### config.mk
export PLATFORM = sky130hd
export DESIGN_NAME = sram_like_arbiter_flat
export DESIGN_NICKNAME = d
export VERILOG_FILES = /design/src/rtl/sram_like_arbiter_pkg.sv /design/src/rtl/sram_like_arbiter_if.sv /design/src/rtl/sram_like_arbiter_id_fifo.sv /design/src/rtl/sram_like_arbiter.sv /design/src/flat_wrapper.sv
export SDC_FILE = /design/constraint.sdc
export NUM_CORES = 1
export LEC_CHECK = 0
export ABC_AREA = 1
export CAP_MARGIN = 20
export CORE_AREA = 2 2 126 128
export DETAILED_ROUTE_END_ITERATION = 6
export DIE_AREA = 0 0 128 130
export DONT_BUFFER_PORTS = 1
export GPL_ROUTABILITY_DRIVEN = 1
export HOLD_SLACK_MARGIN = 0.08
export SETUP_SLACK_MARGIN = 0.2
export SLEW_MARGIN = 20
export SYNTH_ARGS = -nofsm -noshare
export SYNTH_HDL_FRONTEND = slang
export SYNTH_HIERARCHICAL = 1
export SYNTH_SLANG_ARGS = --single-unit
### constraint.sdc
create_clock -name clk -period 1.9 [get_ports clk]
set_input_delay 0.38 -clock clk [delete_from_list [all_inputs] [get_ports clk]]
set_output_delay 0.38 -clock clk [all_outputs]
set_load 0.1 [all_outputs]
### src/rtl/sram_like_arbiter_pkg.sv
// Shared definitions for the I/D-port SRAM-like arbiter: port IDs, grant FSM states, size codes.
`timescale 1ns/1ps
package sram_like_arbiter_pkg;

    localparam logic PORT_I = 1'b0;
    localparam logic PORT_D = 1'b1;

    typedef enum logic {
        ST_IDLE = 1'b0,
        ST_LOCK = 1'b1
    } state_e;

    typedef enum logic [1:0] {
        SIZE_BYTE = 2'd0,
        SIZE_HALF = 2'd1,
        SIZE_WORD = 2'd2
    } size_e;

    function automatic logic other_port(input logic p);
        return ~p;
    endfunction

endpackage

### src/rtl/sram_like_arbiter_if.sv
// One SRAM-like channel: request fields from the master, handshake and read data from the slave.
`timescale 1ns/1ps
interface sram_like_arbiter_if #(parameter int AW = 32);
    logic          req;
    logic          wr;
    logic [1:0]    size;
    logic [3:0]    wstrb;
    logic [AW-1:0] addr;
    logic [AW-1:0] wdata;
    logic          addr_ok;
    logic          data_ok;
    logic [AW-1:0] rdata;

    modport master (output req, wr, size, wstrb, addr, wdata,
                    input  addr_ok, data_ok, rdata);
    modport slave  (input  req, wr, size, wstrb, addr, wdata,
                    output addr_ok, data_ok, rdata);
endinterface

### src/rtl/sram_like_arbiter_id_fifo.sv
// In-order FIFO of 1-bit port IDs for accepted-but-unanswered transactions.
`timescale 1ns/1ps
module sram_like_arbiter_id_fifo #(
    parameter  int DEPTH = 2,
    localparam int PW    = (DEPTH > 1) ? $clog2(DEPTH) : 1,
    localparam int CW    = $clog2(DEPTH + 1)
) (
    input  logic          clk,
    input  logic          reset,
    input  logic          push,
    input  logic          push_id,
    input  logic          pop,
    output logic          head_id,
    output logic          full,
    output logic          empty,
    output logic [CW-1:0] count
);

    logic          mem_q [DEPTH];
    logic [PW-1:0] wr_ptr_q, wr_ptr_d;
    logic [PW-1:0] rd_ptr_q, rd_ptr_d;
    logic [CW-1:0] count_q, count_d;
    logic          do_push, do_pop;

    function automatic logic [PW-1:0] bump(input logic [PW-1:0] ptr);
        return (ptr == PW'(DEPTH - 1)) ? '0 : ptr + 1'b1;
    endfunction

    assign full    = (count_q == CW'(DEPTH));
    assign empty   = (count_q == '0);
    assign count   = count_q;
    assign head_id = mem_q[rd_ptr_q];

    // A push into a full FIFO is only legal when the head leaves in the same cycle.
    assign do_push = push && (!full || pop);
    assign do_pop  = pop && !empty;

    always_comb begin
        wr_ptr_d = do_push ? bump(wr_ptr_q) : wr_ptr_q;
        rd_ptr_d = do_pop  ? bump(rd_ptr_q) : rd_ptr_q;
        count_d  = count_q;
        case ({do_push, do_pop})
            2'b10:   count_d = count_q + 1'b1;
            2'b01:   count_d = count_q - 1'b1;
            default: count_d = count_q;
        endcase
    end

    always_ff @(posedge clk) begin
        if (reset) begin
            wr_ptr_q <= '0;
            rd_ptr_q <= '0;
            count_q  <= '0;
        end else begin
            wr_ptr_q <= wr_ptr_d;
            rd_ptr_q <= rd_ptr_d;
            count_q  <= count_d;
        end
        if (do_push) begin
            mem_q[wr_ptr_q] <= push_id;
        end
    end

endmodule

### src/rtl/sram_like_arbiter.sv
// Shares one SRAM-like slave between the instruction and data ports; responses are steered
// back in order using a FIFO of issuing-port IDs.
`timescale 1ns/1ps
module sram_like_arbiter
    import sram_like_arbiter_pkg::*;
#(
    parameter int OUTSTANDING = 2,
    parameter int AW          = 32
) (
    input  logic                clk,
    input  logic                reset,
    sram_like_arbiter_if.slave  i_bus,
    sram_like_arbiter_if.slave  d_bus,
    sram_like_arbiter_if.master m_bus,
    output logic                err_unexp
);

    localparam int CW = $clog2(OUTSTANDING + 1);
    localparam logic [AW-1:0] ZERO_DATA = '0;

    state_e        state_q, state_d;
    logic          locked_id_q, locked_id_d;
    logic          last_grant_q, last_grant_d;
    logic          err_q, err_d;

    logic          grant_valid, grant_id;
    logic          push, pop;
    logic          fifo_head, fifo_full, fifo_empty;
    logic [CW-1:0] fifo_count;

    sram_like_arbiter_id_fifo #(.DEPTH(OUTSTANDING)) u_id_fifo (
        .clk     (clk),
        .reset   (reset),
        .push    (push),
        .push_id (grant_id),
        .pop     (pop),
        .head_id (fifo_head),
        .full    (fifo_full),
        .empty   (fifo_empty),
        .count   (fifo_count)
    );

    // Fullness uses the registered count, so a same-cycle pop never frees a slot early.
    always_comb begin
        grant_valid = 1'b0;
        grant_id    = PORT_I;
        if (!reset) begin
            if (state_q == ST_LOCK) begin
                grant_valid = 1'b1;
                grant_id    = locked_id_q;
            end else if (!fifo_full) begin
                if (i_bus.req && d_bus.req) begin
                    grant_valid = 1'b1;
                    grant_id    = other_port(last_grant_q);
                end else if (i_bus.req) begin
                    grant_valid = 1'b1;
                    grant_id    = PORT_I;
                end else if (d_bus.req) begin
                    grant_valid = 1'b1;
                    grant_id    = PORT_D;
                end
            end
        end
    end

    assign push = grant_valid && m_bus.addr_ok;
    assign pop  = !reset && m_bus.data_ok && (fifo_count != '0);

    always_comb begin
        m_bus.req     = grant_valid;
        m_bus.wr      = (grant_id == PORT_D) ? d_bus.wr    : i_bus.wr;
        m_bus.size    = (grant_id == PORT_D) ? d_bus.size  : i_bus.size;
        m_bus.wstrb   = (grant_id == PORT_D) ? d_bus.wstrb : i_bus.wstrb;
        m_bus.addr    = (grant_id == PORT_D) ? d_bus.addr  : i_bus.addr;
        m_bus.wdata   = (grant_id == PORT_D) ? d_bus.wdata : i_bus.wdata;

        i_bus.addr_ok = push && (grant_id == PORT_I);
        d_bus.addr_ok = push && (grant_id == PORT_D);

        i_bus.data_ok = pop && (fifo_head == PORT_I);
        d_bus.data_ok = pop && (fifo_head == PORT_D);
        i_bus.rdata   = i_bus.data_ok ? m_bus.rdata : ZERO_DATA;
        d_bus.rdata   = d_bus.data_ok ? m_bus.rdata : ZERO_DATA;
    end

    always_comb begin
        state_d      = state_q;
        locked_id_d  = locked_id_q;
        last_grant_d = last_grant_q;
        err_d        = err_q | (m_bus.data_ok && fifo_empty);
        case (state_q)
            ST_IDLE: begin
                if (grant_valid) begin
                    if (m_bus.addr_ok) begin
                        last_grant_d = grant_id;
                    end else begin
                        locked_id_d = grant_id;
                        state_d     = ST_LOCK;
                    end
                end
            end
            ST_LOCK: begin
                // Stay locked until the slave takes the held request, even if req drops.
                if (m_bus.addr_ok) begin
                    last_grant_d = locked_id_q;
                    state_d      = ST_IDLE;
                end
            end
            default: state_d = ST_IDLE;
        endcase
    end

    always_ff @(posedge clk) begin
        if (reset) begin
            state_q      <= ST_IDLE;
            locked_id_q  <= PORT_I;
            last_grant_q <= PORT_I;
            err_q        <= 1'b0;
        end else begin
            state_q      <= state_d;
            locked_id_q  <= locked_id_d;
            last_grant_q <= last_grant_d;
            err_q        <= err_d;
        end
    end

    assign err_unexp = err_q;

endmodule
### src/flat_wrapper.sv
// flat-port wrapper written by rule: the top's interface ports become plain ports
module sram_like_arbiter_flat import sram_like_arbiter_pkg::*;
#(
    parameter int OUTSTANDING = 2,
    parameter int AW          = 32
)
  (clk, reset, err_unexp, i_bus_req, i_bus_wr, i_bus_size, i_bus_wstrb, i_bus_addr, i_bus_wdata, i_bus_addr_ok, i_bus_data_ok, i_bus_rdata, d_bus_req, d_bus_wr, d_bus_size, d_bus_wstrb, d_bus_addr, d_bus_wdata, d_bus_addr_ok, d_bus_data_ok, d_bus_rdata, m_bus_req, m_bus_wr, m_bus_size, m_bus_wstrb, m_bus_addr, m_bus_wdata, m_bus_addr_ok, m_bus_data_ok, m_bus_rdata);
  sram_like_arbiter_if #(.AW(AW)) i_bus_i ();
  sram_like_arbiter_if #(.AW(AW)) d_bus_i ();
  sram_like_arbiter_if #(.AW(AW)) m_bus_i ();
  input  logic clk;
  input  logic reset;
  output logic err_unexp;
  input wire logic [$bits(i_bus_i.req)-1:0] i_bus_req;
  input wire logic [$bits(i_bus_i.wr)-1:0] i_bus_wr;
  input wire logic [$bits(i_bus_i.size)-1:0] i_bus_size;
  input wire logic [$bits(i_bus_i.wstrb)-1:0] i_bus_wstrb;
  input wire logic [$bits(i_bus_i.addr)-1:0] i_bus_addr;
  input wire logic [$bits(i_bus_i.wdata)-1:0] i_bus_wdata;
  output wire logic [$bits(i_bus_i.addr_ok)-1:0] i_bus_addr_ok;
  output wire logic [$bits(i_bus_i.data_ok)-1:0] i_bus_data_ok;
  output wire logic [$bits(i_bus_i.rdata)-1:0] i_bus_rdata;
  input wire logic [$bits(d_bus_i.req)-1:0] d_bus_req;
  input wire logic [$bits(d_bus_i.wr)-1:0] d_bus_wr;
  input wire logic [$bits(d_bus_i.size)-1:0] d_bus_size;
  input wire logic [$bits(d_bus_i.wstrb)-1:0] d_bus_wstrb;
  input wire logic [$bits(d_bus_i.addr)-1:0] d_bus_addr;
  input wire logic [$bits(d_bus_i.wdata)-1:0] d_bus_wdata;
  output wire logic [$bits(d_bus_i.addr_ok)-1:0] d_bus_addr_ok;
  output wire logic [$bits(d_bus_i.data_ok)-1:0] d_bus_data_ok;
  output wire logic [$bits(d_bus_i.rdata)-1:0] d_bus_rdata;
  output wire logic [$bits(m_bus_i.req)-1:0] m_bus_req;
  output wire logic [$bits(m_bus_i.wr)-1:0] m_bus_wr;
  output wire logic [$bits(m_bus_i.size)-1:0] m_bus_size;
  output wire logic [$bits(m_bus_i.wstrb)-1:0] m_bus_wstrb;
  output wire logic [$bits(m_bus_i.addr)-1:0] m_bus_addr;
  output wire logic [$bits(m_bus_i.wdata)-1:0] m_bus_wdata;
  input wire logic [$bits(m_bus_i.addr_ok)-1:0] m_bus_addr_ok;
  input wire logic [$bits(m_bus_i.data_ok)-1:0] m_bus_data_ok;
  input wire logic [$bits(m_bus_i.rdata)-1:0] m_bus_rdata;
  assign i_bus_i.req = i_bus_req;
  assign i_bus_i.wr = i_bus_wr;
  assign i_bus_i.size = i_bus_size;
  assign i_bus_i.wstrb = i_bus_wstrb;
  assign i_bus_i.addr = i_bus_addr;
  assign i_bus_i.wdata = i_bus_wdata;
  assign i_bus_addr_ok = i_bus_i.addr_ok;
  assign i_bus_data_ok = i_bus_i.data_ok;
  assign i_bus_rdata = i_bus_i.rdata;
  assign d_bus_i.req = d_bus_req;
  assign d_bus_i.wr = d_bus_wr;
  assign d_bus_i.size = d_bus_size;
  assign d_bus_i.wstrb = d_bus_wstrb;
  assign d_bus_i.addr = d_bus_addr;
  assign d_bus_i.wdata = d_bus_wdata;
  assign d_bus_addr_ok = d_bus_i.addr_ok;
  assign d_bus_data_ok = d_bus_i.data_ok;
  assign d_bus_rdata = d_bus_i.rdata;
  assign m_bus_req = m_bus_i.req;
  assign m_bus_wr = m_bus_i.wr;
  assign m_bus_size = m_bus_i.size;
  assign m_bus_wstrb = m_bus_i.wstrb;
  assign m_bus_addr = m_bus_i.addr;
  assign m_bus_wdata = m_bus_i.wdata;
  assign m_bus_i.addr_ok = m_bus_addr_ok;
  assign m_bus_i.data_ok = m_bus_data_ok;
  assign m_bus_i.rdata = m_bus_rdata;
  sram_like_arbiter #(.OUTSTANDING(OUTSTANDING), .AW(AW)) u_core (.clk(clk), .reset(reset), .i_bus(i_bus_i), .d_bus(d_bus_i), .m_bus(m_bus_i), .err_unexp(err_unexp));
endmodule
== Word-level counts from Yosys, hierarchy flattened ==
Memory sizes are Yosys's and may differ from the RTL's. A register that Yosys moved wholly into a read port is not among the register bits.
Cells that the tools add are included.

* Input port bits: 180
* Logic and storage cells: 76
* RAM bits: 2
* Register bits after elaboration: 8
* Bits in latches: 0
* ROM bits: 0
* Memories kept: 1
* Output and inout bits: 141

{| class="wikitable"
|+ Memory list
! memory !! words !! bits a word !! rd ports !! clocked after memory_dff !! wr ports !! line !! source
|-
| u_core.u_id_fifo.mem_q || 2 || 1 || 1 || 1 || 1 || sram_like_arbiter_id_fifo.sv:19 || <nowiki>logic mem_q [DEPTH];</nowiki>
|}

* Equal/unequal tests: 6
* Magnitude comparators: 0
* Reductions and logical operators: 20
* Multiplexer cells: 32
* Shift-type cells: 0
* Divide/modulo/power cells: 0
* Multipliers: 0
* Bitwise gates (word level): 6
* Add/subtract/negate cells: 4

{| class="wikitable"
|+ Operator list
! kind !! number
|-
| 2-to-1 mux 32 bit || 4
|-
| 2-to-1 mux 1 bit || 23
|-
| logical AND 1 bit || 11
|-
| AND reduction 3 bit || 2
|-
| inverter 1 bit || 5
|-
| equality test 2 bit, second input constant || 2
|-
| 2-to-1 mux 4 bit || 1
|-
| inequality test 2 bit, second input constant || 2
|-
| case mux 1 bit (2 select lines) || 2
|-
| case mux 2 bit (2 select lines) || 1
|-
| nonzero test 2 bit || 2
|-
| logical NOT 1 bit || 3
|-
| adder 1 bit, second input constant || 2
|-
| adder 2 x 1 -> 2 bit, second input constant || 1
|-
| equality test 2 x 1 -> 1 bit, second input constant || 1
|-
| logical NOT 2 bit || 1
|-
| 2-to-1 mux 2 bit || 1
|-
| inequality test 2 x 1 -> 1 bit, second input constant || 1
|-
| subtractor 2 x 1 -> 2 bit, second input constant || 1
|-
| logical OR 1 bit || 1
|-
| bitwise OR 1 bit || 1
|}

== Longest topological paths before layout ==
Gate-level depths: netlist of run 1.

* Depth after elaboration: 10
* Gate-level depth with buffers: 14

== Cells and area by module ==
The synthesis of run 1 kept the hierarchy.

{| class="wikitable"
|+ Modules (own cells, without submodules)
! module !! area an instance (µm²) !! cells each !! instances
|-
| sram_like_arbiter || 1662.8 || 381 || 1
|-
| sram_like_arbiter_id_fifo || 337.8 || 42 || 1
|}

== Worst setup path after synthesis of run 1 ==
Ideal clock, no wire load.

* Kind: register to output
* Start: memory u_core.u_id_fifo.mem_q[1]
* End: output port i_bus_rdata[10]
* Path slack: -1.264 ns
* Stages on the path, launching flop included: 6
* Data arrival time: 2.784 ns
* Cells stage by stage: edfxtp_1 -> mux2_1 -> nor2_4 -> inv_2 -> buf_6 -> nor2_1

{| class="wikitable"
|+ RTL lines
! item !! line !! source
|-
| start: declaration || sram_like_arbiter_id_fifo.sv:19 ||
|-
| end: declaration || flat_wrapper.sv:22 || <nowiki>output wire logic [$bits(i_bus_i.rdata)-1:0] i_bus_rdata;</nowiki>
|}

== Worst setup path after layout of run 1 ==
* Start: register u_core.u_id_fifo.count_q[1] (netlist: u_core/u_id_fifo/count[1])
* End: output port m_bus_wdata[12]

* Word-level cells in the longest chain between the ends: 5

{| class="wikitable"
|+ RTL lines
! item !! line !! source
|-
| start: declaration || sram_like_arbiter_id_fifo.sv:22 || <nowiki>logic [CW-1:0] count_q, count_d;</nowiki>
|-
| start signal: assignment || sram_like_arbiter_id_fifo.sv:57 || <nowiki>count_q <= count_d;</nowiki>
|-
| equality test 2 bit || sram_like_arbiter_id_fifo.sv:29 || <nowiki>assign full = (count_q == CW'(DEPTH));</nowiki>
|-
| net u_core.fifo_full || sram_like_arbiter.sv:28 || <nowiki>logic fifo_head, fifo_full, fifo_empty;</nowiki>
|-
| 2-to-1 mux 1 bit || sram_like_arbiter.sv:51 || <nowiki>end else if (!fifo_full) begin</nowiki>
|-
| 2-to-1 mux 1 bit || sram_like_arbiter.sv:48 || <nowiki>if (state_q == ST_LOCK) begin</nowiki>
|-
| 2-to-1 mux 1 bit || sram_like_arbiter.sv:47 || <nowiki>if (!reset) begin</nowiki>
|-
| 2-to-1 mux 32 bit || sram_like_arbiter.sv:75 || <nowiki>m_bus.wdata = (grant_id == PORT_D) ? d_bus.wdata : i_bus.wdata;</nowiki>
|-
| end: declaration || flat_wrapper.sv:37 || <nowiki>output wire logic [$bits(m_bus_i.wdata)-1:0] m_bus_wdata;</nowiki>
|}

The timed path passes the listed nets, and every way through them passes these cells.

==> metrics.csv, run 1 <==
stage,metric,value,unit
layout,finalNetCount,697,
sta,max_slew_margin,81.4,%
sta,worstMarginPinSlew,0.282,ns
global_route,grt_pass1_wl,16.1,mm
place,routabilityCongestion,0.836,
synthesis,synth.top_cell.area_share,42.8,%
global_route,grt_use_total,12.3,%
clock_network,h-tree-depth,1,
worst_setup_path,cp-end-kind,output pin,
layout,layout-drive-gt1-share,82.3,%
synthesis,synth_enable_flop_cells,2,
synthesis,synthXorXnorAreaFrac,0,%
synthesis,ys_async_sr_fraction,0,%
worst_setup_path,crit_type,reg2out,
synthesis,syn_area,2000,um2
synthesis,yosys-top-cells-count,"nand2_1 (228), nor2_1 (84), inv_1 (44)",
power,ir_worst_vdd,0.307,mV
clock_network,clkLatencyLatePin,0.24,ns
drt,routedWlPerCell,16.2,um
sta,slew_viol_final,0,
floorplanning,start_util,13.0,%
sta,setup_viol,136,
clock_network,path_clk_slew,0.04,ns
drt,first_pass_iters,4,
layout,multiInputGateArea,3830,um2
run,maxCapViolations,0,
run_status,status,finished with violations,
layout,regArea,249,um2
clock_network,root_buffer,clkbuf_16,
layout,diodes,0,
floorplanning,ios,321,
drt,drc,0,
synthesis,yosysWarningCount,6,
floorplanning,fp.dieH,130,um
floorplanning,row_count,46,
clock_network,clockBufferDepth,2,
synthesis,avgSynthCellArea,4.73,um2
worst_setup_path,arrival,1.65,ns
sta,fmax,492,MHz
drt,vias_per_cell,4.20,
sta,fin_skew,0.00160,ns
drt,drt_iter0_markers,92,
global_route,grt_pass1_vias,3052,
floorplanning,fp.dieW,128,um
synthesis,syn-num-nets,604,
synthesis,synthTopCellsByArea,"nand2_1 (43%), nor2_1 (16%), dfxtp_1 (9.0%), inv_1 (8.3%), buf_6 (7.9%)",
sta,finalHoldViolCount,0,
worst_hold_path,min_path_type,in2reg,
clock_network,clock-sinks,11,
sta,fin_crit_sh,107,%
run_status,violations,setup timing,
synthesis,synth-compound-area-share,1.88,%
synthesis,synth_top_cell_by_area,nand2_1,
power,p_leak,2.60,nW
sta,finalCriticalPeriod,2.03,ns
place,port_buffers,0,
sta,fin_ws,-0.133,ns
layout,utilization,43.2,%
synthesis,synth_top_family_by_area,simple AND/OR/NAND/NOR gates,
worst_setup_path,rrSetupSlack,0.32,ns
clock_network,cts_tree,done,
worst_setup_path,worstPathRequired,1.52,ns
synthesis,synth-seq-area-share,12.0,%
drt,drt-total-wl,11.5,mm
synthesis,yosysMostFrequentCell,nand2_1,
layout,syn_to_final_growth,233,%
worst_setup_path,critPathMaxFanout,8,
power,total_power,3.31,mW
power,cellPowerDensity,496,nW/um2
layout,fill_cells,1395,
place,dp_hpwl,9.56,mm
floorplanning,die_area,16600,um2
global_route,overflow,0,
synthesis,synthFlopType,dfxtp_1,
synthesis,synthAdderAreaFrac,0.625,%
global_route,grt_max_degree,19,
clock_network,numCtsBuffers,3,
worst_setup_path,cp-start-kind,flop,
drt,vias,2972,
synthesis,synth.distinct_cells,23,
global_route,antenna_found_initial,0,
synthesis,syn_inst,423,
floorplanning,core_area,15400,um2
sta,rsz0062_at_grt,yes,
synthesis,yosys.area_share.simple,65.2,%
drt,ant_nets,0,
synthesis,synth-seq-cells,11,
synthesis,synth_mux_area_share,0.563,%
## area by class of cell
| cell class | count | share of cell area [%] |
|---|---|---|
| clock buffers | 4 | 1.18 |
| inverters | 52 | 3.59 |
| multi-input cells | 339 | 57.5 |
| flip-flops and latches | 11 | 3.74 |
| well taps | 192 | 3.61 |
| repair buffers | 109 | 30.4 |
## layout by cell type, fill, tap and decap left out, types with 8 or more instances in the layout
cell type  synthesis  layout
nand2_4            0      44
buf_12             0      78
nor2_1            84      16
buf_16             0       8
nor2_4             4      72
buf_4              1      14
nand2_8            0      85
nand2_1          228      15
inv_1             44      40
nand2_2            4      88
## registers in the layout, summed over array words and instances, names as in the netlist, named ones only
signal / cells
u_core/u_id_fifo/count: 2
u_core/err_unexp: 1
u_core/state_q: 1
u_core/locked_id_q: 1
u_core/last_grant_q: 1
u_core/u_id_fifo/wr_ptr_q: 1
u_core/u_id_fifo/rd_ptr_q: 1
u_core/u_id_fifo/mem_q: 2
## path summary, 6_finish.rpt
kind | depth (start not counted) | from | to
worst min-delay path | 1 | m_bus_addr_ok | u_core/state_q$_SDFF_PP0_
worst max register to register | 14 | u_core/u_id_fifo/count[1]$_SDFFE_PP0P_ | u_core/u_id_fifo/count[1]$_SDFFE_PP0P_
worst max-delay path | 10 | u_core/u_id_fifo/count[1]$_SDFFE_PP0P_ | m_bus_wdata[12]
worst min register to register | 2 | u_core/u_id_fifo/wr_ptr_q$_SDFFE_PP0P_ | u_core/u_id_fifo/wr_ptr_q$_SDFFE_PP0P_
## power breakdown
| part | leakage [nW] | switching (mW) | internal (mW) | total, mW |
|---|---|---|---|---|
| Sequential | 0.0942 | 0.00930 | 0.252 | 0.261 |
| Clock | 0.0382 | 0.107 | 0.282 | 0.389 |
| Combinational | 2.46 | 2.01 | 0.647 | 2.66 |
| Total | 2.60 | 2.13 | 1.18 | 3.31 |
## metal layers
| layer | global-route usage [%] | up-vias | part of all wire, % |
|---|---|---|---|
| li1 | - | 1411 | - |
| met1 | 12.8 | 1352 | 32 |
| met2 | 24.8 | 197 | 59 |
| met3 | 2.26 | 12 | 7.9 |
| met4 | 4.07 | 0 | 1.6 |
| met5 | 0 | - | 0 |
## repair_timing
item                       CTS  global route
pin swaps                   61            48
resized for setup           63            21
hold buffers                 0             0
buffers inserted             6             2
setup endpoints to repair  139           142
hold endpoints to repair     0             0
gates cloned                 5             2
## worst max-delay path, stage by stage (launching register included)
cell and delay, ns:
dfxtp_4 0.34, inv_2 0.03, nor2_2 0.07, inv_1 0.06, nand3_2 0.09, nand2_4 0.08
nand2_8 0.15, buf_12 0.14, buf_16 0.20, nand2_8 0.07, nand2_8 0.18
## cells by family (layout without fill, tap and decap cells)
family	after synthesis	after routing
flops	11	11
compound gates	7	7
fa+ha+maj	1	1
buf+inv	73	165
simple gates	330	330
mux	1	1
## stage by stage
| step | cell area, um2 | std cells | TNS, ns | setup WS [ns] | hold WS [ns] |
|---|---|---|---|---|---|
| 2_1_floorplan | 4320 | 423 | -30.15 | -0.489 | 0.452 |
| 3_3_place_gp | 5950 | 688 | 0 | 0.0315 | 0.455 |
| 3_5_place_dp | 5950 | 688 | -0.00108 | -0.00108 | 0.459 |
| 4_1_cts | 6490 | 703 | -14.43 | -0.157 | 0.201 |
| 5_1_grt | 6660 | 707 | -20.21 | -0.214 | 0.202 |
| 6_report | 6660 | 707 | -10.15 | -0.133 | 0.205 |
Power figures use the tool's default switching activity.
==> run 2, diff against run 1 <==
--- a/config.mk
+++ b/config.mk
@@ -7,12 +7,15 @@
 export LEC_CHECK = 0
 export ABC_AREA = 1
 export CAP_MARGIN = 20
-export CORE_AREA = 2 2 126 128
+export CELL_PAD_IN_SITES_DETAIL_PLACEMENT = 0
+export CELL_PAD_IN_SITES_GLOBAL_PLACEMENT = 1
+export CORE_AREA = 2 2 123 125
 export DETAILED_ROUTE_END_ITERATION = 6
-export DIE_AREA = 0 0 128 130
+export DIE_AREA = 0 0 125 127
 export DONT_BUFFER_PORTS = 1
 export GPL_ROUTABILITY_DRIVEN = 1
 export HOLD_SLACK_MARGIN = 0.08
+export PLACE_DENSITY_LB_ADDON = 0.1
 export SETUP_SLACK_MARGIN = 0.2
 export SLEW_MARGIN = 20
 export SYNTH_ARGS = -nofsm -noshare
==> constraint.sdc (replaced) <==
create_clock -name clk -period 1.8 [get_ports clk]
set_input_delay 0.36 -clock clk [delete_from_list [all_inputs] [get_ports clk]]
set_output_delay 0.36 -clock clk [all_outputs]
set_load 0.1 [all_outputs]
==> run 2 against run 1 <==
Effect of this change: first-iteration DRC count down 23%; cell count up 1.7%; largest power group unchanged; via count up 2.5%; the flow still finishes with violations (setup timing); critical path depth unchanged; combinational power up 7.9%; critical endpoint is now i_bus_rdata[1]; non-clock buffer count up 20; utilization up 5.7 points; clock power up 5.4%; global-route usage up 2.0 points; hold slack worse by 0.017 ns; clock skew about the same; die area down 4.6%.
==> metrics.csv, run 2 (synthesis gave the netlist of run 1 again) <==
stage,metric,value,unit,change
run_status,status,finished with violations,,
run_status,violations,setup timing,,
sta,max_slew_margin,81.4,%,about the same
power,combinationalPowerShare,80.7,%,+0.4 points
floorplanning,core_area,14400,um2,-6.5%
worst_setup_path,crit_type,reg2out,,
sta,fin_skew,0.00198,ns,+0.000381 ns
clock_network,root_buffer,clkbuf_16,,
worst_setup_path,crit_family,buffers and inverters,,
worst_setup_path,max_stage_delay,0.34,ns,about the same
run,maxCapViolations,0,,unchanged
clock_network,cts_tree,done,,
sta,fmax,498,MHz,
worst_setup_path,critPathMaxFanout,6,,-2
worst_setup_path,cp-end-kind,output pin,,
clock_network,clkLatencyLatePin,0.24,ns,about the same
drt,drt-total-wl,12.6,mm,+9.8%
worst_setup_path,arrival,1.65,ns,about the same
floorplanning,fp.dieW,125,um,-2.3%
global_route,grt_pass1_wl,18.2,mm,+13%
global_route,overflow,0,,unchanged
global_route,grt_use_total,14.3,%,+2.0 points
global_route,grt_pass1_vias,3217,,+5.4%
global_route,grt_max_degree,20,,+1
layout,final_cell_mix,"nand2_8 (91), nand2_2 (88), buf_12 (78)",,
worst_setup_path,cp_slowest_cell,dfxtp_4,,
sta,finalCriticalPeriod,2.01,ns,
floorplanning,start_util,13.9,%,+0.90 points
clock_network,hold_buffers,0,,unchanged
power,ir_worst_vdd,0.279,mV,-9.4%
worst_hold_path,worstHoldStart,m_bus_addr_ok,,
worst_hold_path,hold_depth,1,,unchanged
sta,worstMarginPinSlew,0.281,ns,-0.000345 ns
floorplanning,die_area,15900,um2,-4.6%
sta,finalHoldViolCount,0,,unchanged
clock_network,h-tree-depth,1,,unchanged
worst_hold_path,holdPathEnd,u_core/state_q$_SDFF_PP0_,,
clock_network,clockBufferDepth,2,,unchanged
drt,drc,0,,unchanged
worst_setup_path,cp-start-kind,flop,,
clock_network,numCtsBuffers,3,,unchanged
worst_setup_path,path_cells,buf_4 > buf_6 > nor2_4 > nor2_4 > inv_2 > nor2_4 > inv_6 > buf_12 > nor2_4 > buf_12,,
floorplanning,fp.dieH,127,um,-2.3%
floorplanning,ios,321,,unchanged
worst_setup_path,ff2ff_path_depth,18,,+4
worst_setup_path,rrSetupSlack,-0.02,ns,-0.34 ns
floorplanning,row_count,44,,-4.3%
power,p_clk_share,11.5,%,-0.3 points
layout,diodes,0,,unchanged
drt,vias_per_cell,4.24,,+0.81%
layout,fill_cells,1292,,-7.4%
power,p_leak,2.79,nW,+7.3%
clock_network,clock-sinks,11,,unchanged
drt,vias,3047,,+2.5%
worst_setup_path,regToRegEndpoint,u_core/u_id_fifo/count[1]$_SDFFE_PP0P_,,
drt,drt_iter0_markers,71,,-23%
layout,layout-drive-gt1-share,84.5,%,+2.2 points
sta,finalSetupTns,-23.88,ns,-13.72 ns
power,cellPowerDensity,505,nW/um2,+1.7%
drt,ant_nets,0,,unchanged
sta,slew_viol_final,0,,unchanged
worst_hold_path,min_path_type,in2reg,,
worst_setup_path,worstPathRequired,1.44,ns,-0.08 ns
sta,fin_ws,-0.207,ns,-0.0739 ns
power,swShare,63.7,%,-0.62 points
layout,syn_to_final_growth,252,%,
sta,rsz0062_at_grt,yes,,
worst_setup_path,path_buf_inv,6,,+2
place,routabilityCongestion,0.763,,-8.7%
drt,routedWlPerCell,17.5,um,+8.0%
layout,finalNetCount,717,,+2.9%
power,power.internal,1.29,mW,+9.4%
sta,timing.hold.ws,0.188,ns,-0.0171 ns
drt,first_pass_iters,4,,unchanged
power,switching_power,2.26,mW,+6.5%
clock_network,path_clk_slew,0.04,ns,about the same
place,dp_hpwl,10.4,mm,+8.9%
sta,setup_viol,140,,+2.9%
worst_setup_path,cpMostUsedCell,nor2_4,,
layout,final_common_cell,nand2_8,,
power,total_power,3.56,mW,+7.5%
global_route,antenna_found_initial,0,,unchanged
power,p_seq_share,7.7,%,-0.2 points
place,port_buffers,0,,unchanged
sta,fin_crit_sh,111,%,
worst_setup_path,r2r-start,u_core/u_id_fifo/count[1]$_SDFFE_PP0P_,,
layout,utilization,48.8,%,+5.7 points
## run 2: cell types whose count changed in the layout (fill, tap and decap cells not counted), moves of 2 or more
cell | previous run | this run
buf_6 | 5 | 15
nand2_8 | 85 | 91
buf_4 | 14 | 18
nand2_1 | 15 | 11
clkbuf_16 | 5 | 8
buf_8 | 2 | 4
nand2_4 | 44 | 42
## run 2: worst max-delay path by stage
stage | startpoint | to | slack, ns | cells past startpoint
finish | u_core/u_id_fifo/count[1]$_SDFFE_PP0P_ | i_bus_rdata[1] | -0.21 | 10
global route | u_core/u_id_fifo/count[1]$_SDFFE_PP0P_ | m_bus_addr[18] | -0.30 | 10
CTS | u_core/u_id_fifo/count[1]$_SDFFE_PP0P_ | m_bus_addr[6] | -0.26 | 10
detailed placement | d_bus_req | m_bus_wdata[1] | -0.1 | 9
global placement | d_bus_req | m_bus_wdata[1] | -0.09 | 9
floorplan | reset | i_bus_rdata[10] | -0.55 | 8
## run 2: metal layers
| layer | track usage [%] | share of wire (%) |
|---|---|---|
| met2 | 29.7 | 60 |
| met3 | 2.39 | 7.1 |
| met5 | 0 | 0 |
| met1 | 15.3 | 32 |
| met4 | 2.09 | 0.65 |
## run 2: repair_timing
item / CTS / global route
setup buffers: 9 / 3
gates cloned: 5 / 6
pin swaps: 53 / 59
resized for setup: 53 / 48
endpoints found under the setup margin: 142 / 146
## run 2: area by class of cell
class | instances | area (um2) | share of cell area, %
multi-input cells | 339 | 3940 | 55.9
repair buffers | 129 | 2300 | 32.6
inverters | 52 | 251 | 3.57
flip-flops and latches | 11 | 248 | 3.52
well taps | 184 | 230 | 3.27
clock buffers | 4 | 78.8 | 1.12
## run 2: power groups by stage
stage | Combinational, mW | Sequential [mW] | Clock (mW)
2_1_floorplan | 2.40 | 0.296 | 0
3_3_place_gp | 2.65 | 0.277 | 0
3_5_place_dp | 2.66 | 0.278 | 0
4_1_cts | 2.80 | 0.275 | 0.417
5_1_grt | 2.97 | 0.276 | 0.432
6_report | 2.87 | 0.275 | 0.410
## run 2: through the flow
stage | setup slack (ns) | std cells | cell area (um2)
floorplan | -0.549 | 423 | 4460
global placement | -0.0933 | 692 | 6190
detailed placement | -0.0998 | 692 | 6190
CTS | -0.263 | 710 | 6650
global route | -0.300 | 719 | 7050
finish | -0.207 | 719 | 7050
## run 2: worst register-to-register path: cells and delay by family, from the launching register on
family | cells | cell delay (ns)
adder cells (fa/ha/maj) | 1 | 0.20
buffers and inverters | 8 | 0.62
AND/OR/NAND/NOR | 8 | 0.55
flip-flops | 1 | 0.34
AO/OA/AOI/OAI | 1 | 0.05
